## config.mk

```make
export PLATFORM = sky130hd
export DESIGN_NAME = multicycle_control
export DESIGN_NICKNAME = d
export VERILOG_FILES = /design/src/rtl/mini_cpu_pkg.sv /design/src/rtl/alu_decoder.sv /design/src/rtl/multicycle_control.sv
export SDC_FILE = /design/constraint.sdc
export NUM_CORES = 1
export LEC_CHECK = 0
export ABC_CLOCK_PERIOD_IN_PS = 2400
export BUFFER_PORTS_ARGS = -buffer_cell sky130_fd_sc_hd__buf_2
export CORE_MARGIN = 1.5
export CORE_UTILIZATION = 37
export DETAILED_ROUTE_END_ITERATION = 8
export GPL_ROUTABILITY_DRIVEN = 0
export PLACE_DENSITY_LB_ADDON = 0.08
export SLEW_MARGIN = 15
export SYNTH_ARGS = -nofsm -noshare
export SYNTH_HDL_FRONTEND = slang
export SYNTH_SLANG_ARGS = --single-unit
```

## constraint.sdc

```tcl
create_clock -name clk -period 2.4 [get_ports clk]
set_input_delay 0.12 -clock clk [delete_from_list [all_inputs] [get_ports clk]]
set_output_delay 0.12 -clock clk [all_outputs]
set_load 0.05 [all_outputs]
```

## src/rtl/mini_cpu_pkg.sv

```systemverilog
// +------------------------------------------------------------------+
// | mini_cpu_pkg: shared state, opcode/funct and ALU encodings for   |
// |               the multicycle controller.                         |
// | Revision: 1.0                                                    |
// +------------------------------------------------------------------+
`default_nettype none

package mini_cpu_pkg;

  typedef enum logic [3:0] {
    S_FETCH,
    S_DECODE,
    S_ADDR,
    S_MEM_RD,
    S_LD_WB,
    S_MEM_WR,
    S_EXEC,
    S_R_WB,
    S_BRANCH,
    S_HALT
  } state_t;

  localparam logic [6:0] OP_LOAD   = 7'b0000011;
  localparam logic [6:0] OP_STORE  = 7'b0100011;
  localparam logic [6:0] OP_BRANCH = 7'b1100011;
  localparam logic [6:0] OP_RTYPE  = 7'b0110011;

  localparam logic [2:0] F3_BEQ     = 3'b000;
  localparam logic [2:0] F3_ADD_SUB = 3'b000;
  localparam logic [2:0] F3_AND     = 3'b111;
  localparam logic [2:0] F3_OR      = 3'b110;

  localparam logic [6:0] F7_BASE = 7'b0000000;
  localparam logic [6:0] F7_ALT  = 7'b0100000;

  localparam logic [2:0] ALU_ADD = 3'b010;
  localparam logic [2:0] ALU_SUB = 3'b110;
  localparam logic [2:0] ALU_AND = 3'b000;
  localparam logic [2:0] ALU_OR  = 3'b001;

  localparam logic [1:0] SRCB_RS2  = 2'b00;
  localparam logic [1:0] SRCB_FOUR = 2'b01;
  localparam logic [1:0] SRCB_IMM  = 2'b10;

endpackage

`default_nettype wire

```

## src/rtl/alu_decoder.sv

```systemverilog
// +------------------------------------------------------------------+
// | alu_decoder: maps R-type funct3/funct7 to an alu_ctrl code and   |
// |              flags whether the combination is supported.         |
// | Revision: 1.0                                                    |
// +------------------------------------------------------------------+
`default_nettype none

module alu_decoder
  import mini_cpu_pkg::*;
(
  input  logic [2:0] funct3,
  input  logic [6:0] funct7,
  output logic [2:0] alu_ctrl,
  output logic       legal
);

  always_comb begin
    alu_ctrl = ALU_ADD;
    legal    = 1'b0;
    if (funct3 == F3_ADD_SUB && funct7 == F7_BASE) begin
      alu_ctrl = ALU_ADD;
      legal    = 1'b1;
    end else if (funct3 == F3_ADD_SUB && funct7 == F7_ALT) begin
      alu_ctrl = ALU_SUB;
      legal    = 1'b1;
    end else if (funct3 == F3_AND && funct7 == F7_BASE) begin
      alu_ctrl = ALU_AND;
      legal    = 1'b1;
    end else if (funct3 == F3_OR && funct7 == F7_BASE) begin
      alu_ctrl = ALU_OR;
      legal    = 1'b1;
    end
  end

endmodule

`default_nettype wire

```

## src/rtl/multicycle_control.sv

```systemverilog
// +------------------------------------------------------------------+
// | multicycle_control: FSM sequencing fetch/decode/execute for the  |
// |   mini CPU (ld, sd, beq, add/sub/and/or).                        |
// | Option: MINI_CPU_ILLEGAL_TRAP_EN - illegal opcodes halt the core |
// | Revision: 1.0                                                    |
// +------------------------------------------------------------------+
`default_nettype none

module multicycle_control
  import mini_cpu_pkg::*;
(
  input  logic        clk,
  input  logic        rst,
  input  logic [31:0] instr,
  input  logic        mem_ready,
  input  logic        zero,
  output logic        mem_req,
  output logic        mem_write,
  output logic        addr_sel,
  output logic        ir_write,
  output logic        pc_write,
  output logic        pc_src,
  output logic        alu_src_a,
  output logic [1:0]  alu_src_b,
  output logic [2:0]  alu_ctrl,
  output logic        reg_write,
  output logic        mem_to_reg,
  output logic        retire,
  output logic        illegal
);

`ifdef MINI_CPU_ILLEGAL_TRAP_EN
  localparam state_t ILLEGAL_NEXT = S_HALT;
`else
  localparam state_t ILLEGAL_NEXT = S_FETCH;
`endif

  state_t      state_q, state_d;
  logic [2:0]  rtype_alu_ctrl;
  logic        rtype_legal;
  logic        mem_ready_eff;
  logic [6:0]  opcode;
  logic        unused_instr_bits;

  assign opcode            = instr[6:0];
  assign unused_instr_bits = ^{instr[24:15], instr[11:7]};
  // A completion seen while reset is held belongs to an abandoned request.
  assign mem_ready_eff     = mem_ready & ~rst;

  alu_decoder u_alu_decoder (
    .funct3   (instr[14:12]),
    .funct7   (instr[31:25]),
    .alu_ctrl (rtype_alu_ctrl),
    .legal    (rtype_legal)
  );

  always_ff @(posedge clk or posedge rst) begin
    if (rst) state_q <= S_FETCH;
    else     state_q <= state_d;
  end

  always_comb begin
    state_d    = state_q;
    mem_req    = 1'b0;
    mem_write  = 1'b0;
    addr_sel   = 1'b0;
    ir_write   = 1'b0;
    pc_write   = 1'b0;
    pc_src     = 1'b0;
    alu_src_a  = 1'b0;
    alu_src_b  = SRCB_RS2;
    alu_ctrl   = ALU_ADD;
    reg_write  = 1'b0;
    mem_to_reg = 1'b0;
    retire     = 1'b0;
    case (state_q)
      S_FETCH: begin
        mem_req   = 1'b1;
        alu_src_b = SRCB_FOUR;
        ir_write  = mem_ready_eff;
        pc_write  = mem_ready_eff;
        if (mem_ready_eff) state_d = S_DECODE;
      end
      S_DECODE: begin
        case (opcode)
          OP_LOAD, OP_STORE: state_d = S_ADDR;
          OP_BRANCH: state_d = (instr[14:12] == F3_BEQ) ? S_BRANCH : ILLEGAL_NEXT;
          OP_RTYPE:  state_d = rtype_legal ? S_EXEC : ILLEGAL_NEXT;
          default:   state_d = ILLEGAL_NEXT;
        endcase
      end
      S_ADDR: begin
        alu_src_a = 1'b1;
        alu_src_b = SRCB_IMM;
        state_d   = (opcode == OP_STORE) ? S_MEM_WR : S_MEM_RD;
      end
      S_MEM_RD: begin
        mem_req  = 1'b1;
        addr_sel = 1'b1;
        if (mem_ready_eff) state_d = S_LD_WB;
      end
      S_LD_WB: begin
        reg_write  = 1'b1;
        mem_to_reg = 1'b1;
        retire     = 1'b1;
        state_d    = S_FETCH;
      end
      S_MEM_WR: begin
        mem_req   = 1'b1;
        mem_write = 1'b1;
        addr_sel  = 1'b1;
        retire    = mem_ready_eff;
        if (mem_ready_eff) state_d = S_FETCH;
      end
      S_EXEC: begin
        alu_src_a = 1'b1;
        alu_ctrl  = rtype_alu_ctrl;
        state_d   = S_R_WB;
      end
      S_R_WB: begin
        // instr is stable until retire, so the decoder output is still valid.
        alu_ctrl  = rtype_alu_ctrl;
        reg_write = 1'b1;
        retire    = 1'b1;
        state_d   = S_FETCH;
      end
      S_BRANCH: begin
        alu_src_a = 1'b1;
        alu_ctrl  = ALU_SUB;
        pc_src    = 1'b1;
        pc_write  = zero;
        retire    = 1'b1;
        state_d   = S_FETCH;
      end
      S_HALT:  state_d = S_HALT;
      default: state_d = S_FETCH;
    endcase
  end

`ifdef MINI_CPU_ILLEGAL_TRAP_EN
  // HALT is left only through reset, which makes the flag sticky.
  assign illegal = (state_q == S_HALT);
`else
  assign illegal = 1'b0;
`endif

endmodule

`default_nettype wire

```

-- After elaboration in Yosys (flattened, before gate mapping)
Cells that the tools add are included.
Widths: inputs -> output; s select.
- equal/unequal tests: 19
- mux-type cells: 28
- bitwise operators: 2
- reductions and logical operators: 15
- operators by type and width (kind ; number):
    $pmux 4 s7 ; 1
    $eq 7x6->1 const B ; 3
    $eq 4x3->1 const B ; 4
    $mux 4 ; 4
    $mux 3 ; 5
    $mux 1 ; 12
    $pmux 4 s3 ; 1
    $reduce_or 3->1 ; 3
    $eq 4x2->1 const B ; 2
    $eq 4x4->1 const B ; 2
    $reduce_or 2->1 ; 4
    $eq 7x2->1 const B ; 1
    $eq 7x7->1 const B ; 1
    $logic_not 7->1 ; 1
    $eq 3x3->1 const B ; 2
    $ne 2x2->1 const B ; 3
    $pmux 3 s2 ; 1
    $eq 4x1->1 const B ; 1
    $logic_and 1x1->1 ; 4
    $logic_not 4->1 ; 1
    $pmux 1 s2 ; 2
    $pmux 2 s2 ; 1
    $logic_not 3->1 ; 1
    $reduce_and 3->1 ; 1
    other kinds (3) ; 3
- register bits after elaboration: 4
- input bits: 36
- output and inout bits: 16
- word-level logic and storage cells: 65

-- Depth between registers and ports, before layout
- depth in word-level cells: 9
- mapped depth: 5
- depth with buffers taken out: 4

-- Cells and area by module
From an unflattened synthesis, not the netlist that was laid out.
- cells, all modules: 74
- area total of the unflattened synthesis: 615.6 um^2
- by module, submodules not included (module ; instances ; cells an instance ; area each (um^2) ; seq. area each (um^2)):
    multicycle_control ; 1 ; 65 ; 554.3 ; 100.1
    alu_decoder ; 1 ; 9 ; 61.3 ; 0.0

-- Least setup slack after synthesis
Ideal clock, no wire load.
- path type: reg2out
- start point: register state_q[0]
- end point: output mem_req
- arrival: 2.212 ns
- data required time: 2.280 ns
- setup slack: 0.068 ns
- stages on the path, launching flop included: 5
- buffers on the path: 1
- cell sequence: dfrtp_1 -> buf_2 -> inv_2 -> nor3_1 -> or2_1
- cells in the longest elaborated chain, start to end: 3
- elaborated cells on any way between the ends: 5
- those cells by class: 2 x eq/ne; 1 x mux; 2 x reduce/logical
- RTL lines (element ; RTL line ; RTL):
    start, declared ; multicycle_control.sv:38 ; state_t state_q, state_d;
    start signal, assigned ; multicycle_control.sv:59 ; else state_q <= state_d;
    $eq 4x3->1 (tied with other cells) ; multicycle_control.sv:76 ; case (state_q)
    $reduce_or 3->1 (no source line) (*) ; - ;
    $mux 1 (*) ; multicycle_control.sv:76 ;
    end, declared ; multicycle_control.sv:17 ; output logic mem_req,
Every way passes the cells marked *; elsewhere a longest branch is shown, timed or not.

-- Worst setup path in the final report
- start point: register state_q[1]
- end point: output alu_ctrl[2]
- cells in the longest elaborated chain, start to end: 3
- elaborated cells on any way between the ends: 5
- those cells by class: 3 x eq/ne; 1 x mux; 1 x reduce/logical
- RTL lines (element ; RTL line ; RTL):
    $eq 4x3->1 ; multicycle_control.sv:76 ;
    $reduce_or 2->1 (no source line) ; - ;
    $pmux 3 s2 (*) ; multicycle_control.sv:76 ;
    end, declared ; multicycle_control.sv:25 ; output logic [2:0] alu_ctrl,
Marked as above.

==> key figures <==
STA
  – Fin. Hold Viols: 0
  – TNS Setup: 0 ns
  – Period utilization: 76.3%
  – # setup viols final: 0
  – Slew Limit Fails: 0
  – Fmax: between 500 and 600 MHz
  – Hold WS: 0.182 ns
  – Clock skew: 0.00522 ns
  – Tmin final: around 1.8 ns
  – RSZ-0062 raised after global routing: false

Critical path
  – Critical path peak fanout: 9
  – Critical Path RT: 2.28 ns
  – Setup CP Type: register to primary output
  – Critical Path AT: 1.71 ns
  – CP Launch Type: register
  – Crit. End Element: primary output

Route
  – Initial drt markers: 5
  – Remaining DRCs: 0
  – DRT Wirelength: 1300 µm
  – Vias: roughly 620
  – First-pass DRT Iterations: 4
  – Vias per std cell: 5.23
  – WL per Instance: 10.9 µm
  – ANT nets after route: 0

Synth
  – Seq/Total Area, Yosys: about 19%
  – Syn_area_per_cell: around 7.5 µm²
  – Area leader, netlist: dfrtp_1
  – Synth Instances: 69
  – Largest cells by area after synthesis: dfrtp_1, nor2_1, nand2b_1, nor3_1, xnor2_1
  – Yosys top cell area share: 19.4%
  – Post-Syn Area: 515 µm²
  – Synth unique cells: 38
  – Syn nets: 105
  – Ys Warns: 0
  – Register bit total from synthesis: 4

Finish
  – Most flop-heavy register: state_q
  – Max reg flops: 4
  – Post-layout util: between 50 and 60%
  – Most frequent cells in the layout: buf_2, nor2_1, nand2b_1, nor3_1, dfrtp_1
  – Commonest non-fill, non-tap cell in the layout: buf_2
  – P&R area growth vs syn: 39.1%
  – Fraction of layout cells with a size suffix above 1: ~42%
  – Final Cell Area: 717 µm²
  – Nets: 142
  – Largest registers: state_q (4)
  – Ant. Diodes: 0

Clock network
  – CTS tree: yes
  – H-tree level count: 1
  – Setup bufs post-CTS: 0
  – CTS Buf Count: 3
  – Longest Clk Path Bufs: 2
  – Post-CTS Resized: 0
  – Worst-path clk slew: 0.03 ns
  – Insertion delay to the later sink of the worst-skew pair: between 0.2 and 0.25 ns
  – CTS Root Cell: clkbuf_4
  – Sink Count: 4

Floorplan
  – Die area: roughly 1600 µm²
  – Initial Utilization: 39.6%
  – I/O pins: 52
  – Die width: ~40 µm
  – Core area: 1300 µm²
  – Die extent in y: approximately 40 µm
  – FP Rows: 13

Power and ir drop
  – LEAKAGE: 0.369 nW
  – Max VDD drop: about 370 µV
  – Pwr/cell area: 329 nW/µm²
  – Tot Pwr: 0.236 mW

Flow run
  – Max Cap Viol: 0

GRT
  – Largest net degree at the start of global routing: 15
  – GRT Util Overall: 17.8%
  – Number of global-route vias before repair: 443
  – Initial antenna violation count: 0
  – Grt total ovfl: 0
  – First-pass GRT wire length: 1910 µm

Run status
  – Outcome: completed

Placement
  – Port Buf Inserts: 35
  – Final HPWL DP: 1080 µm
  – Placed Instance Area: 684 µm²

Hold path
  – Worst hold-check path type: input port to register
where the power goes:
group	total [mW]	internal (mW)	leakage (nW)	switching [mW]
combinational	0.0798	0.0287	0.301	0.0511
sequential	0.0755	0.0695	0.0549	0.00602
clock	0.0806	0.0557	0.0138	0.0249
total	0.236	0.154	0.369	0.0821
logic make-up after synthesis:
family / Yosys count / synth area share (%)
XOR/XNOR: 2 / 3.40
AND/OR/NAND/NOR: 41 / 48.8
buffers and inverters: 7 / 7.04
flip-flops: 4 / 19.4
AO/OA/AOI/OAI: 14 / 20.6
other: 1 / 0.727
metrics by stage:
| stage | instances | setup WS, ns |
|---|---|---|
| CTS | 119 | 0.555 |
| global route | 119 | 0.484 |
| global placement | 115 | 0.800 |
| floorplan | 69 | 0.0685 |
| finish | 119 | 0.569 |
| detailed placement | 115 | 0.800 |
what timing repair did:
| item | 4_1_cts | 5_1_grt |
|---|---|---|
| hold buffers | 1 | 0 |
| endpoints found under the setup margin | 0 | 0 |
| endpoints found under the hold margin | 4 | 0 |
cell type report:
class	instances	area (µm²)
Clock buffer	3	22.5
Timing Repair Buffer	36	185
Fill cell	142	584
Multi-Input combinational cell	58	379
Inverter	3	11.3
Sequential cell	4	100
Tap cell	15	18.8
critical path, cell delays in order (launching register included):
cell and delay, ns:
dfrtp_1 0.51, nor2b_4 0.26, and2_4 0.17, and3_1 0.15, a31o_1 0.13, buf_2 0.25
path summary, 6_finish.rpt:
| check | start | to | slack, ns | cells past startpoint |
|---|---|---|---|---|
| worst max register to register | state_q[2] | state_q[2] | 0.98 | 4 |
| min in group asynchronous | rst | state_q[3] | 0.33 | 3 |
| max in group asynchronous | rst | state_q[2] | 1.92 | 3 |
| worst min-delay path | instr[4] | state_q[2] | 0.18 | 3 |
| worst min register to register | state_q[1] | state_q[3] | 0.65 | 1 |
| worst max-delay path | state_q[1] | alu_ctrl[2] | 0.57 | 5 |
synthesized netlist by cell type:
cell / instances
a21o_1: 1
a221oi_1: 1
a22o_1: 1
a22oi_1: 1
a31o_1: 1
a31oi_1: 1
and2_1: 2
and2_4: 1
and3_1: 1
and3b_1: 1
buf_2: 2
buf_4: 2
conb_1: 1
dfrtp_1: 4
inv_1: 2
inv_2: 1
nand2_1: 3
nand2b_1: 5
nand3_1: 1
nand4_1: 1
nand4bb_1: 1
nor2_1: 12
nor2b_1: 2
nor2b_4: 1
nor3_1: 4
nor3_2: 1
nor4_1: 1
nor4_2: 1
nor4b_1: 1
nor4b_2: 1
o2111a_1: 1
o211ai_1: 1
o21ai_0: 2
o22ai_1: 2
o2bb2ai_1: 1
o311ai_1: 1
or2_1: 1
xnor2_1: 2
metal layers:
metal | GRT usage (%) | vias up | routed length (µm) | share of wire [%]
li1 | - | 319 | - | -
met5 | 0 | - | 0 | 0
met3 | 6.67 | 0 | 86 | 6.6
met2 | 26.6 | 23 | 621 | 48
met4 | 5.00 | 0 | 0 | 0
met1 | 23.7 | 280 | 588 | 45
Note: power is estimated with default switching activity, not from simulation.
